## src/rtl/prbs_pkg.sv

```systemverilog
// Shared LFSR definitions for the PRBS generator/checker pair.
// Both ends import this so their taps can never drift apart.
package prbs_pkg;

  localparam int WIDTH = 24;

  // Feedback taps x^24+x^23+x^22+x^17+1 -> state bits 23, 22, 21, 16
  localparam logic [WIDTH-1:0] TAP_MASK = 24'hE1_0000;

  typedef enum logic {
    SEARCH = 1'b0,
    LOCKED = 1'b1
  } prbs_state_e;

  function automatic logic [WIDTH-1:0] lfsr_next(input logic [WIDTH-1:0] s);
    return {s[WIDTH-2:0], ^(s & TAP_MASK)};
  endfunction

endpackage

```

## src/rtl/prbs_checker_popcount.sv

```systemverilog
// Combinational population count of a mismatch vector.
module popcount24
  import prbs_pkg::*;
(
  input  logic [WIDTH-1:0] i_vec,
  output logic [4:0]       o_cnt
);

  // Sum of set bits in the difference word
  always_comb begin
    o_cnt = 5'd0;
    for (int i = 0; i < WIDTH; i++) begin
      o_cnt = o_cnt + {4'd0, i_vec[i]};
    end
  end

endmodule

```

## config.mk

```make
export PLATFORM = sky130hd
export DESIGN_NAME = popcount24
export DESIGN_NICKNAME = d
export VERILOG_FILES = /design/src/rtl/prbs_pkg.sv /design/src/rtl/prbs_checker_popcount.sv
export SDC_FILE = /design/constraint.sdc
export NUM_CORES = 1
export LEC_CHECK = 0
export BUFFER_PORTS_ARGS = -buffer_cell sky130_fd_sc_hd__buf_4
export CELL_PAD_IN_SITES_DETAIL_PLACEMENT = 1
export CELL_PAD_IN_SITES_GLOBAL_PLACEMENT = 1
export CORE_MARGIN = 10
export CORE_UTILIZATION = 38
export DETAILED_ROUTE_END_ITERATION = 8
export PLACE_DENSITY = 0.94
export SLEW_MARGIN = 20
export SYNTH_ARGS = -nofsm -noshare
export SYNTH_HDL_FRONTEND = slang
export SYNTH_SLANG_ARGS = --single-unit
```

## constraint.sdc

```tcl
create_clock -name vclk -period 7.1
set_input_delay 0.71 -clock vclk [all_inputs]
set_output_delay 0.71 -clock vclk [all_outputs]
set_load 0.02 [all_outputs]
```

==> results.txt <==
- Result of the run: complete, no violations
- In this design, the stage delay of the slowest critical-path cell is 600 ps.
- Counting I/O delays and the setup requirement, the final critical path takes 5140 ps.
- Hold Path Origin: i_vec[2]
- After detailed routing, the average wire length per cell comes to 11.4 um.
- Global routing finished with a remaining overflow of 0.
- By area, the combinational part of the netlist is dominated by adder cells.
- Among all cell types in the netlist, the one instantiated most often is sky130_fd_sc_hd__inv_1.
* Cell count after synthesis: 70
* CP cell instances: buf_4 -> inv_1 -> fa_1 -> fa_1 -> inv_1 -> fa_1 -> fa_1 -> inv_1 -> fa_1 -> inv_1 -> ha_1 -> a21o_1 -> a21oi_2 -> xnor2_1 -> buf_4
- Of the total synthesized cell area, the portion taken by full adders, half adders and majority gates is 0.673.
- The setup path with the least slack is of type in -> out.
* # DRC: 0
- Power spread over the standard cell area amounts to 516 nW/um^2.
* Starting density of the core: 0.405
- Of the total synthesized cell area, the portion taken by AND, OR, NAND and NOR gates is 0.0203.
- Required time of the critical path: 6390 ps
* Clock buffers: 0
- The first detailed-routing pass ran for 2 iterations.
- In this run, the number of DRC markers left after iteration 0 of detailed routing was 2.
* Number of different library cells in the post-synthesis netlist: 9
- From synthesis to final layout, the design area changed by 38.5%.
* Fraction of synthesized cell area taken by the top area cell type: 0.552
- CP endpoint kind: output pin
* Final weighted congestion of routability-driven global placement: 0.725
- Synthesis produced a netlist with a net count of 117.
- Number of sequential storage elements: 0
* Final WS setup: 1960 ps
- Area contributors post-synth: sky130_fd_sc_hd__fa_1, sky130_fd_sc_hd__inv_1, sky130_fd_sc_hd__ha_1
- Number of non-filler instances in the completed layout: 115
- Die X-Extent: 60.3 um
- I/O pin cnt: 29
* Synth cell count leaders: sky130_fd_sc_hd__inv_1, sky130_fd_sc_hd__fa_1, sky130_fd_sc_hd__ha_1
* Sequential area share after synthesis: 0
* Pin count of the biggest net entering global routing: 4
* Worst path slowest cell: sky130_fd_sc_hd__fa_1
- GR Util All Layers: 0.0744
- Buffers added to address setup during post-CTS repair amount to 0.
- The filler cells instantiated in the layout total 188.
- Yosys warns: 0
- In this design, the largest share of critical-path delay is due to adder cells.
- Library cell occupying the most area in the post-synthesis netlist: sky130_fd_sc_hd__fa_1
* Placed insts: 115
- Data arrives at the worst endpoint at 4430 ps.
- OpenSTA, run right after detailed placement, puts the worst setup slack at 1920 ps.
- Of the cells placed in the final design, the portion with a size suffix greater than 1 is 0.303.
- Top achievable clock speed: 195 MHz
- Multiplexer fraction of the synthesized cell area: 0
- Hold crit path type: in -> out
* Highest fanout seen on the critical path: 2
- Final slew viol count: 0
- The number of global-route vias before repair was 584.
* Share of the synthesized area in compound gates (AO/OA/AOI/OAI): 0.0345
- At the end of the flow, the number of nets in the layout was 148.
* Path length in cells of the critical path: 15
- The cell that appears most often on the critical path is sky130_fd_sc_hd__fa_1.
- Worst setup startpoint: i_vec[0]
* Maximum resistive drop on vdd: 0.355 mV
- Worst Path Buf+Inv: 6
- Max-cap violations in this run came to 0.
- Total Neg Setup Slack: 0 ps
* End point of the critical path: o_cnt[3]
- Measured against its own limit, the worst slew margin works out to 0.898.
- The final layout contains routed wiring with a total length of 1.31 mm.
* Least-Margin Pin Slew: 151 ps
- Post-DP HPWL: 1.38 mm
- The initialized floorplan defines 14 standard-cell rows.
* Wire length of the first global-routing pass: 2.25 mm
* Share of the core filled with cells in the final layout: 0.561
- Summed over all cells, the static leakage comes to 0.544 nW.
- Antenna-violating nets left: 0
* Synth Area per Inst: 8.81 um^2
- Setup violators final: 0
- Die Y-Extent: 60.3 um
* Total count of hold-check failures in the final report: 0
* Final Cycle Share: 0.724
- Of the total synthesized cell area, the portion taken by XOR and XNOR cells is 0.0284.
- Post-CTS Resized: 0
- The synthesized netlist occupies a cell area of 617 um^2.
* Vias post-DR: 491
- Registers take 0 um^2.
- Worst Setup Start Kind: primary input
* Number of antenna violations at the first check in global routing: 0
- Post-DR vias/cell: 4.27
- Number of buffers inserted for hold repair after clock tree synthesis: 0
- # diodes: 0
- Setup repair after global routing left no endpoint under its margin.
- Std-Cell Core Area: 1520 um^2
* Area enclosed by the die boundary: 3630 um^2
- Total of buffers placed on input and output ports: 29
## metrics by stage
step / total power, W / hold WS, ps / cell area, um^2
global placement: 0.000435 / 1750 / 855
global route: 0.000490 / 1760 / 855
floorplan: 0.000298 / 1630 / 617
finish: 0.000441 / 1750 / 855
CTS: 0.000457 / 1750 / 855
detailed placement: 0.000454 / 1750 / 855
## worst min-delay path by stage
stage	to	slack (ps)	cells past startpoint
finish	o_cnt[0]	1750	3
floorplan	o_cnt[0]	1630	1
CTS	o_cnt[0]	1750	3
detailed placement	o_cnt[0]	1750	3
global placement	o_cnt[0]	1750	3
global route	o_cnt[0]	1760	3
## where the power goes
group,switching (W),internal [W]
Sequential,0,0
Clock,0,0
Combinational,0.000237,0.000204
## routing by layer
layer / share of wire / wire length [um] / track usage
met1: 0.32 / 416 / 0.0726
met2: 0.60 / 788 / 0.153
met3: 0.082 / 108 / 0.0191
met4: 0 / 0 / 0.00641
met5: 0 / 0 / 0
## placed cells by master (no fill, tap or decap), drive strengths merged
master	count
inv	40
a21o	1
nand2b	1
ha	6
a21oi	1
fa	17
o21ai	1
xnor2	2
buf	29
nor2b	1
## area by class of cell
| cell class | instances | area (um^2) | share of cell area |
|---|---|---|---|
| Inverter | 40 | 150 | 0.176 |
| Multi-Input combinational cell | 30 | 467 | 0.546 |
| Timing Repair Buffer | 29 | 218 | 0.255 |
| Tap cell | 16 | 20.0 | 0.0234 |
## tightest hold or removal path, cell delays in order
cell and delay (ps):
sky130_fd_sc_hd__buf_4 80, sky130_fd_sc_hd__ha_1 120, sky130_fd_sc_hd__buf_4 130
## kinds of logic (layout without fill, tap and decap cells)
| logic type | count (synthesis) | in the layout |
|---|---|---|
| buffers and inverters | 40 | 69 |
| adder cells (fa/ha/maj) | 23 | 23 |
| AO/OA/AOI/OAI | 3 | 3 |
| XOR/XNOR | 2 | 2 |
| AND/OR/NAND/NOR | 2 | 2 |
Power figures use the tool's default switching activity.
